`config.mk`:
```
export PLATFORM = sky130hd
export DESIGN_NAME = sine_sweep_sequencer
export DESIGN_NICKNAME = d
export VERILOG_FILES = /design/src/rtl/sine_sweep_sequencer.sv
export SDC_FILE = /design/constraint.sdc
export NUM_CORES = 1
export LEC_CHECK = 0
export CAP_MARGIN = 0
export CORE_UTILIZATION = 25
export DETAILED_ROUTE_END_ITERATION = 8
export HOLD_SLACK_MARGIN = 0.12
export PLACE_DENSITY = 0.51
export SETUP_SLACK_MARGIN = 0.15
export SLEW_MARGIN = 20
export SYNTH_ARGS = -nofsm -noshare
export SYNTH_HDL_FRONTEND = slang
export SYNTH_SLANG_ARGS = --single-unit
```
`constraint.sdc`:
```
create_clock -name clk -period 4.82 [get_ports clk]
set_input_delay 0.723 -clock clk [delete_from_list [all_inputs] [get_ports clk]]
set_output_delay 0.723 -clock clk [all_outputs]
set_load 0.02 [all_outputs]
```
`src/rtl/sine_sweep_sequencer.sv`:
```
// Sine sweep sequencer: steps an angle through a programmed sweep, drives it
// to a combinational sine calculator and streams (angle, sine) pairs out.
// Ports:
//   clk, rst               - clock, async active-high reset
//   start, abort           - sweep request (IDLE only) / cancel (any busy state)
//   cfg_theta_start/step   - first angle and increment (degrees)
//   cfg_count              - number of samples, 0 = empty sweep
//   theta_out / sin_in     - angle to calculator / its combinational answer
//   out_valid/ready/theta/sin - downstream sample stream
//   busy, done             - non-IDLE flag / one-cycle completion pulse
module sine_sweep_sequencer #(
    parameter int DATA_WIDTH  = 32,
    parameter int COUNT_WIDTH = 16,
    parameter int ANGLE_MAX   = 360
) (
    input  logic                         clk,
    input  logic                         rst,
    input  logic                         start,
    input  logic                         abort,
    input  logic        [DATA_WIDTH-1:0]  cfg_theta_start,
    input  logic        [DATA_WIDTH-1:0]  cfg_theta_step,
    input  logic        [COUNT_WIDTH-1:0] cfg_count,
    output logic        [DATA_WIDTH-1:0]  theta_out,
    input  logic signed [DATA_WIDTH-1:0]  sin_in,
    output logic                         out_valid,
    input  logic                         out_ready,
    output logic        [DATA_WIDTH-1:0]  out_theta,
    output logic signed [DATA_WIDTH-1:0]  out_sin,
    output logic                         busy,
    output logic                         done
);

    typedef enum logic [1:0] {
        IDLE,
        ISSUE,
        HOLD,
        DONE
    } state_t;

    localparam logic [DATA_WIDTH:0] AMAX = (DATA_WIDTH+1)'(ANGLE_MAX);

    state_t                  state;
    logic [COUNT_WIDTH-1:0]  remaining;
    logic [DATA_WIDTH-1:0]   step_q;
    logic [DATA_WIDTH:0]     sum;
    logic [DATA_WIDTH-1:0]   next_theta;

    // One extra bit so the angle sum cannot overflow before wrapping.
    always_comb begin
        sum        = {1'b0, theta_out} + {1'b0, step_q};
        next_theta = DATA_WIDTH'((sum >= AMAX) ? (sum - AMAX) : sum);
    end

    always_ff @(posedge clk or posedge rst) begin
        if (rst) begin
            state     <= IDLE;
            remaining <= '0;
            step_q    <= '0;
            theta_out <= '0;
            out_theta <= '0;
            out_sin   <= '0;
            out_valid <= 1'b0;
            busy      <= 1'b0;
            done      <= 1'b0;
        end else if (state != IDLE && abort) begin
            // Cancel: angle register is left as-is, no completion pulse.
            state     <= IDLE;
            out_valid <= 1'b0;
            busy      <= 1'b0;
            done      <= 1'b0;
        end else begin
            unique case (state)
                IDLE: begin
                    done <= 1'b0;
                    if (start) begin
                        step_q    <= cfg_theta_step;
                        theta_out <= cfg_theta_start;
                        remaining <= cfg_count;
                        busy      <= 1'b1;
                        if (cfg_count == '0) begin
                            state <= DONE;
                            done  <= 1'b1;
                        end else begin
                            state <= ISSUE;
                        end
                    end
                end
                ISSUE: begin
                    // theta_out has been stable a full cycle; sin_in settled.
                    out_sin   <= sin_in;
                    out_theta <= theta_out;
                    out_valid <= 1'b1;
                    state     <= HOLD;
                end
                HOLD: begin
                    if (out_valid && out_ready) begin
                        out_valid <= 1'b0;
                        if (remaining == COUNT_WIDTH'(1)) begin
                            state <= DONE;
                            done  <= 1'b1;
                        end else begin
                            remaining <= remaining - COUNT_WIDTH'(1);
                            theta_out <= next_theta;
                            state     <= ISSUE;
                        end
                    end
                end
                DONE: begin
                    done  <= 1'b0;
                    busy  <= 1'b0;
                    state <= IDLE;
                end
                default: state <= IDLE;
            endcase
        end
    end

endmodule

```
==> results of run 1 <==
worst min-delay path by stage:
stage,startpoint,depth (start not counted),to,slack (ns)
CTS,out_theta[17],1,out_theta[17],0.51
finish,out_sin[8],1,out_sin[8],0.50
global route,out_sin[15],1,out_sin[15],0.52
global placement,out_sin[4],1,out_sin[4],0.49
floorplan,remaining[1],2,remaining[1],0.47
detailed placement,out_sin[1],1,out_sin[1],0.49
final cells by class:
type / count / share of cell area, %
multi-input combinational: 746 / 41.8
inverter: 19 / 0.595
clock inverter: 14 / 1.31
timing repair buffer: 241 / 18.7
clock buffer: 18 / 3.48
sequential: 149 / 29.5
tap: 468 / 4.64
flip-flops by register name (all words and copies together) (netlist names):
name,flops
step_q,32
out_theta,32
busy,1
remaining,16
theta_out,32
done,1
out_sin,32
state,2
out_valid,1
metal layers:
metal / routed length (um) / track usage, % / vias to the layer above
li1: - / - / 4012
met5: 0 / 0 / -
met1: 15300 / 23.0 / 4014
met4: 301 / 3.73 / 0
met3: 1270 / 3.40 / 17
met2: 14200 / 26.2 / 217
kinds of logic after synthesis:
kind of cell | synth area share (%)
AND/OR/NAND/NOR | 16.1
multiplexers | 13.5
AO/OA/AOI/OAI | 18.7
adder cells (fa/ha/maj) | 5.49
flip-flops | 40.3
XOR/XNOR | 3.03
buffers and inverters | 2.96
worst max-delay path, delay by kind of cell (launching register included):
kind / cells / cell delay (ns)
AO/OA/AOI/OAI: 5 / 1.70
AND/OR/NAND/NOR: 5 / 1.09
adder cells (fa/ha/maj): 2 / 0.64
flip-flops: 1 / 0.41
buffers and inverters: 1 / 0.25
multiplexers: 1 / 0.22
stage by stage:
step | cells | worst slack, ns | cell area (um^2)
6_report | 1655 | 0.378 | 12600
5_1_grt | 1655 | 0.189 | 12600
4_1_cts | 1655 | 0.327 | 12600
3_5_place_dp | 1623 | 0.375 | 12000
3_3_place_gp | 1623 | 0.373 | 12000
2_1_floorplan | 962 | 0.831 | 9260
cells in the final DEF (no fill, tap or decap), drive strengths merged, types with 19 or more instances in the layout:
| cell type | n |
|---|---|
| mux2 | 100 |
| clkdlybuf4s50 | 215 |
| o211ai | 25 |
| nor3 | 19 |
| and3 | 27 |
| nand2 | 69 |
| a21oi | 83 |
| nor2 | 64 |
| o21ai | 66 |
| nand3 | 34 |
| o22ai | 25 |
| buf | 26 |
| inv | 23 |
| ha | 39 |
| dfrtp | 149 |
repair_timing:
item | CTS | global route
endpoints found under the setup margin | 0 | 4
hold buffers | 0 | 0
gates resized for setup | 0 | 2
==> key figures, run 1 <==
Run status
  – Status: finished clean

Die
  – Core Area: about 37,000 um^2
  – Die width: between 150 and 200 um
  – Std-Cell Rows: 70
  – Chip Height: 194 um
  – Die area: ~38,000 um^2
  – Initial Utilization: 25.3%
  – Top Ports: between 200 and 250

Timing
  – Max Clock Skew: between 0.015 and 0.02 ns
  – RSZ-0062 raised after global routing: false
  – Fin crit share: between 90 and 100%
  – Max Slew Vio Count: 0
  – Fin. Hold Viols: 0
  – Final setup violation count: 0
  – F_max: ~0.23 GHz
  – Final TNS setup: 0 ns
  – Hold Slack: about 0.50 ns
  – Worst-margin pin slew: slightly below 1 ns
  – Post-route minimum period: between 4 and 5 ns
  – Max transition margin: between 30% and 40%

Finish
  – Seq. cell area: ~3700 um^2
  – Fraction of layout cells with a size suffix above 1: around 16%
  – Area of the multi-input gates: roughly 5300 um^2
  – Layout area overhead: 36.5%
  – Layout net count: roughly 1,300
  – Ant diodes: 0
  – Fillers: 3,708
  – Final core occ: approximately a third

Setup path
  – Critical R2R Launch: theta_out[0]
  – Crit-path cells: ha_1 > fa_1 > a21o_1 > a221o_1 > a211o_1 > a2111o_1 > and3_4 > nor4_4 > nand4b_1 > nand3b_4 > buf_4 > o21ai_1 > mux2i_1 > nand3_1
  – R2R depth: 14
  – Critical Path End Type: register
  – R2R setup slack: about 0.38 ns
  – Critical path arrival: ~4.8 ns
  – Setup crit start kind: register
  – CP max stage delay: 0.44 ns
  – CP Capture Point: theta_out[24]
  – RR Endpoint: theta_out[24]
  – Crit-path max FO: 12
  – CP Class: reg2reg
  – CP max stage cell: a221o_1
  – Worst Setup SP: theta_out[0]
  – WP data required: 5.14 ns

Route
  – DR vias/cell: between 4 and 5
  – Pre-Repair DR Iteration Count: 5
  – Via count: 8,260
  – Wire per inst: between 15 and 20 um
  – DRT iter0 DRCs: roughly 530
  – ANT nets after route: 0
  – WL final: 31,100 um
  – DRC: 0

Run
  – Max-cap check violation count: 0

Placed design
  – Hpwl dp: approximately 23,000 um
  – PortBufs: around 220
  – Gpl congestion: 0.875

Clock tree
  – Setup repair bufs after CTS: 0
  – CTS tree: done
  – Clk Latency, worst-skew pair: between 0.4 and 0.5 ns
  – Root buf cell: clkbuf_16
  – Clock H-tree levels: 4
  – TritonCTS Buffers: 17
  – Maximum clock insertion buffer count: 2
  – Clk pin slew, worst setup/hold paths: 0.07 ns
  – Clock sinks: approximately 150

GRT
  – Antenna violations before repair: 0
  – GRT Total Usage: between 10% and 20%
  – Global-route wire length before repair: 48,300 um
  – Total congestion overflow: 0
  – Vias in the first global route: just over 8,000
  – Largest net degree at the start of global routing: 56

Synth
  – Cell area after synthesis: 9250 um^2
  – Synth Area per Inst: 9.62 um^2
  – Synth Warn #: 0
  – Sequential share of the synthesized area: between 40% and 50%
  – Asr flop ratio synth: 100%
  – Syn nets: ~1,100
  – Post-synth EDFFs: 0
  – Syn Inst Count: about 960
  – Cell with the most instances after synthesis: dfrtp_1
  – Area leader, netlist: dfrtp_1
  – Synth top cells by count: dfrtp_1, mux2_2, a21oi_1
  – Main synth FF type: dfrtp_1
  – Top post-synthesis cells by area: dfrtp_1, mux2_2, ha_1
  – Share of the synthesized area in the top cell type: between 40% and 50%
  – Netlist cell types: between 60 and 70
  – Flops & latches, synth: ~150

Hold path
  – Hold Crit Class: reg2reg
Power of run 1 is not shown: default switching activity piles up to over one toggle a cycle in this logic, so the estimate is an artifact.
==> run 2, diff against run 1 <==
PLACE_DENSITY = 0.58   (was 0.51)
==> run 2 against run 1 <==
Compared with the run above: worst setup slack worse by 0.020 ns; first-iteration DRC count down 15%; sequential share of layout area about the same; worst hold slack worse by 0.00063 ns; register-to-register slack worse by 0.02 ns; largest cell class unchanged.
==> key figures, run 2 (same netlist as run 1, synthesis figures left out) <==
Timing
  – Fin. Hold Viols: 0 (unchanged)
  – Hold Slack: 0.503 ns (-0.000628 ns)
  – Max Clock Skew: 0.0117 ns (-0.00333 ns)
  – Worst-margin pin slew: 0.701 ns (-0.289 ns)
  – Max Slew Vio Count: 0 (unchanged)
  – Post-route minimum period: 4.46 ns (+0.0202 ns)
  – Final setup violation count: 0 (unchanged)
  – Fin crit share: 92.6% (+0.42 points)
  – F_max: 0.224 GHz (-0.45%)
  – Final TNS setup: 0 ns (unchanged)
  – RSZ-0062 raised after global routing: false
  – Max transition margin: 52.8% (+19 points)

Setup path
  – RR Endpoint: theta_out[27]
  – CP max stage cell: a221o_1
  – Worst Setup SP: theta_out[0]
  – Critical R2R Launch: theta_out[0]
  – CP Class: reg2reg
  – Cell depth of the worst setup path: 14 (unchanged)
  – CP Capture Point: theta_out[27]
  – Crit-path cells: ha_1 > fa_1 > a21o_1 > a221o_1 > a211o_1 > a2111o_1 > and3_4 > nor4_4 > nand4b_1 > nand3b_4 > buf_4 > o211ai_2 > xnor2_1 > a221o_1
  – R2R depth: 14 (unchanged)
  – Most common cell on crit path: a221o_1
  – Crit path buf inv count: 1 (unchanged)
  – Setup crit start kind: register
  – R2R setup slack: 0.36 ns (-0.02 ns)
  – WP data required: 5.14 ns (about the same)
  – Crit-path leading delay family: compound AO/OA/AOI/OAI gates
  – Critical Path End Type: register
  – CP max stage delay: 0.46 ns (+0.02 ns)
  – Crit-path max FO: 13 (+1)
  – Critical path arrival: 4.79 ns (+0.03 ns)

Run status
  – Status: finished clean

Hold path
  – Hold Crit Class: reg2reg
  – Worst Hold Depth: 1 (unchanged)

Route
  – Via count: 8,352 (+1.1%)
  – DRT iter0 DRCs: 453 (-15%)
  – Wire per inst: 19.0 um (+1.1%)
  – DRC: 0 (unchanged)
  – WL final: 31,300 um (+0.78%)
  – Pre-Repair DR Iteration Count: 5 (unchanged)
  – ANT nets after route: 0 (unchanged)
  – DR vias/cell: 5.06 (+1.4%)

Clock tree
  – Clk Latency, worst-skew pair: 0.44 ns (about the same)
  – Clock sinks: 149 (unchanged)
  – Clk pin slew, worst setup/hold paths: 0.07 ns (about the same)
  – Maximum clock insertion buffer count: 2 (unchanged)
  – Clock H-tree levels: 4 (unchanged)
  – TritonCTS Buffers: 17 (unchanged)
  – CTS tree: done
  – Hold_buf cts: 0 (unchanged)
  – Root buf cell: clkbuf_16
  – Setup repair bufs after CTS: 0 (unchanged)

GRT
  – Antenna violations before repair: 0 (unchanged)
  – Largest net degree at the start of global routing: 83 (+48%)
  – Total congestion overflow: 0 (unchanged)
  – GRT Total Usage: 16.7% (+0.18 points)
  – Global-route wire length before repair: 49,000 um (+1.4%)
  – Vias in the first global route: 8,428 (+4.1%)

Die
  – Die width: 194 um (unchanged)
  – Core Area: 36,500 um^2 (unchanged)
  – Std-Cell Rows: 70 (unchanged)
  – Die area: 37,800 um^2 (unchanged)
  – Initial Utilization: 25.3% (unchanged)
  – Top Ports: 216 (unchanged)
  – Chip Height: 194 um (unchanged)

Placed design
  – Hpwl dp: 23,300 um (+0.32%)
  – Area after DPL: 12,000 um^2 (about the same)
  – Gpl congestion: 0.936 (+7.0%)
  – PortBufs: 215 (unchanged)

Finish
  – Layout area overhead: 36.4% (about the same)
  – Fraction of layout cells with a size suffix above 1: 15.3% (-0.27 points)
  – Final core occ: 34.6% (about the same)
  – Final instance area: 12,600 um^2 (about the same)
  – Most frequent cells in the layout: clkdlybuf4s50_1, dfrtp_1, mux2_2, a21oi_1, nand2_1
  – Ant diodes: 0 (unchanged)
  – Layout net count: 1,330 (-0.075%)
  – Commonest non-fill, non-tap cell in the layout: clkdlybuf4s50_1

Run
  – Max-cap check violation count: 0 (unchanged)
-- run 2: changes by cell type in the layout (fill, tap and decap cells not counted), sizes merged --
cell	delta
clkinvlp	-1
clkinv	+1
clkbuf	+1
inv	-6
bufinv	+1
buf	-1
-- run 2: worst reg2reg max path, cell delays in order (launching register included) --
cell	delay (ns)
dfrtp_1	0.41
ha_1	0.24
fa_1	0.41
a21o_1	0.24
a221o_1	0.46
a211o_1	0.40
a2111o_1	0.39
and3_4	0.18
nor4_4	0.25
nand4b_1	0.25
nand3b_4	0.33
buf_4	0.24
o211ai_2	0.18
xnor2_1	0.08
a221o_1	0.31
-- run 2: worst min path at each step --
stage / start / slack [ns] / end
finish: out_sin[0] / 0.50 / out_sin[0]
global route: out_theta[30] / 0.52 / out_theta[30]
CTS: out_sin[0] / 0.51 / out_sin[0]
detailed placement: out_sin[0] / 0.49 / out_sin[0]
global placement: out_sin[3] / 0.49 / out_sin[3]
floorplan: remaining[1] / 0.47 / remaining[1]
-- run 2: per-stage QoR --
step           std cells  worst slack (ns)
5_1_grt             1650             0.153
3_3_place_gp        1622             0.418
4_1_cts             1650             0.293
6_report            1650             0.358
3_5_place_dp        1622             0.348
2_1_floorplan        962             0.831
-- run 2: routing by layer --
layer	part of all wire [%]	wire length (um)	vias to the layer above	global-route usage [%]
met2	45	14100	265	26.2
met5	0	0	-	0
met1	49	15200	4058	23.1
met4	1.5	485	0	4.35
met3	4.7	1480	26	3.68
li1	-	-	4003	-
-- run 2: what timing repair did --
item                       in CTS  in global routing
hold endpoints to repair        0                  0
resized for setup               0                  4
setup endpoints to repair       0                  9
-- run 2: cell type report --
cell class | instances | area, um^2
inverters | 19 | 75.1
clock buffers | 19 | 443
fillers | 3739 | 23900
multi-input cells | 746 | 5290
well taps | 468 | 586
clock inverters | 9 | 133
flip-flops and latches | 149 | 3730
repair buffers | 240 | 2360
Power of run 2 is left out for the same reason.
==> run 3, diff against run 2 <==
--- a/config.mk
+++ b/config.mk
@@ -11,2 +11,3 @@
 export HOLD_SLACK_MARGIN = 0.12
+export MAX_ROUTING_LAYER = met4
 export PLACE_DENSITY = 0.58
@@ -17 +18,2 @@
 export SYNTH_SLANG_ARGS = --single-unit
+export TNS_END_PERCENT = 30
==> constraint.sdc (replaced) <==
create_clock -name clk -period 4.82 [get_ports clk]
set_input_delay 0.482 -clock clk [delete_from_list [all_inputs] [get_ports clk]]
set_output_delay 0.482 -clock clk [all_outputs]
set_load 0.02 [all_outputs]
==> run 3 against run 2 <==
Compared with the run above: utilization unchanged; first-iteration DRC count is 9.9% higher; routed wire length rose by 1.3%; non-clock buffer count increased by 1; die area stayed put; clock skew about the same; clock-buffer cell count up 2; global-route usage increased by 0.71 points; sequential cell count unchanged; worst setup slack worse by 0.091 ns; final cell count increased by 0.30%.
==> key figures, run 3 (same netlist as run 1, synthesis figures left out) <==
Die
  – Chip Height: 194 um (unchanged)
  – Core Area: 36,500 um^2 (unchanged)
  – Die width: 194 um (unchanged)
  – Std-Cell Rows: 70 (unchanged)
  – Top Ports: 216 (unchanged)
  – Die area: 37,800 um^2 (unchanged)
  – Initial Utilization: 25.3% (unchanged)

Route
  – DR vias/cell: 5.08 (+0.44%)
  – DRT iter0 DRCs: 498 (+9.9%)
  – DRC: 0 (unchanged)
  – Wire per inst: 19.2 um (+0.97%)
  – Pre-Repair DR Iteration Count: 5 (unchanged)
  – ANT nets after route: 0 (unchanged)
  – Via count: 8,414 (+0.74%)
  – WL final: 31,700 um (+1.3%)

Clock tree
  – Setup repair bufs after CTS: 0 (unchanged)
  – Clk Latency, worst-skew pair: 0.44 ns (about the same)
  – CTS resizes: 0 (unchanged)
  – Hold_buf cts: 0 (unchanged)
  – Clk pin slew, worst setup/hold paths: 0.07 ns (about the same)
  – CTS tree: done
  – Root buf cell: clkbuf_16
  – Maximum clock insertion buffer count: 2 (unchanged)
  – Clock sinks: 149 (unchanged)
  – Clock H-tree levels: 4 (unchanged)
  – TritonCTS Buffers: 17 (unchanged)

Finish
  – Layout area overhead: 36.4% (unchanged)
  – Commonest non-fill, non-tap cell in the layout: clkdlybuf4s50_1
  – Layout net count: 1,331 (+0.075%)
  – Area of the multi-input gates: 5270 um^2 (-0.38%)
  – Seq. cell area: 3730 um^2 (unchanged)
  – Most frequent cells in the layout: clkdlybuf4s50_1, dfrtp_1, mux2_2, a21oi_1, nand2_1
  – Fillers: 3,777 (+1.0%)
  – Fraction of layout cells with a size suffix above 1: 15.3% (-0.052 points)

GRT
  – Largest net degree at the start of global routing: 94 (+13%)
  – Met1 usage: 23.1% (-0.024 points)
  – Met3 Use GR: 3.28% (-0.40 points)
  – Total congestion overflow: 0 (unchanged)
  – Antenna violations before repair: 0 (unchanged)
  – Most Used Layer, Global Route: met2
  – GRT Total Usage: 17.4% (+0.71 points)
  – Met2 Usage GRT: 27.3% (+1.1 points)
  – Global-route wire length before repair: 49,600 um (+1.3%)
  – Vias in the first global route: 8,388 (-0.47%)

Timing
  – Post-route minimum period: 4.55 ns (+0.0913 ns)
  – Worst-margin pin slew: 0.925 ns (+0.224 ns)
  – Max Clock Skew: 0.0122 ns (+0.000493 ns)
  – Fin. Hold Viols: 0 (unchanged)
  – Final setup violation count: 0 (unchanged)
  – Fin crit share: 94.5% (+1.9 points)
  – Max Slew Vio Count: 0 (unchanged)
  – RSZ-0062 raised after global routing: true
  – Final TNS setup: 0 ns (unchanged)
  – Max transition margin: 38.4% (-14 points)
  – F_max: 0.220 GHz (-2.0%)

Placed design
  – Hpwl dp: 23,700 um (+1.4%)
  – PortBufs: 215 (unchanged)
  – Gpl congestion: 0.894 (-4.5%)

Setup path
  – CP Class: reg2reg
  – Setup crit start kind: register
  – Critical Path End Type: register
  – WP data required: 5.14 ns (about the same)
  – Crit-path max FO: 9 (-4)
  – Critical path arrival: 4.87 ns (+0.08 ns)

Run status
  – Status: finished clean

Run
  – Max-cap check violation count: 0 (unchanged)

Hold path
  – Hold Crit Class: reg2reg
## run 3: stage by stage
stage	setup WS (ns)	util [%]	instances	hold slack, ns	cell area (um^2)
finish	0.266	34.6	1655	0.504	12600
CTS	0.279	34.5	1654	0.508	12600
detailed placement	0.309	32.9	1623	0.493	12000
floorplan	0.330	-	962	0.473	9250
global route	0.116	34.6	1654	0.522	12600
global placement	0.372	32.9	1623	0.485	12000
## run 3: per-layer routing
metal / wire length [um] / up-vias / part of all wire (%)
met4: 510 / 0 / 1.6
li1: - / 4007 / -
met1: 15200 / 4133 / 48
met3: 1280 / 32 / 4.0
met5: 0 / - / 0
met2: 14700 / 242 / 46
## run 3: area by class of cell
class,instances,share of cell area [%]
Clock inverter,10,1.16
Timing Repair Buffer,241,18.7
Multi-Input combinational cell,746,41.8
Sequential cell,149,29.5
Clock buffer,21,3.57
Antenna cell,1,0.0198
Inverter,19,0.605
Tap cell,468,4.64
## run 3: worst paths after layout
path / startpoint / end / slack, ns / cells past startpoint
hold reg to reg: out_sin[9] / out_sin[9] / 0.50 / 1
setup / recovery: theta_out[0] / theta_out[24] / 0.27 / 14
max in group asynchronous: rst / out_sin[5] / 3.32 / 3
min in group asynchronous: rst / out_sin[4] / 0.61 / 2
hold / removal: out_sin[9] / out_sin[9] / 0.50 / 1
setup reg to reg: theta_out[0] / theta_out[24] / 0.27 / 14
## run 3: critical path, cell delays in order (launching register included)
cell,delay (ns)
dfrtp_1,0.41
ha_1,0.24
fa_1,0.40
a21o_1,0.22
a221o_1,0.45
a211o_1,0.40
a31oi_1,0.38
o21ai_0,0.24
a221oi_1,0.33
o211ai_1,0.15
a211o_1,0.38
buf_4,0.22
o21ai_1,0.28
mux2i_1,0.24
nand3_1,0.09
Power of run 3 is left out for the same reason.
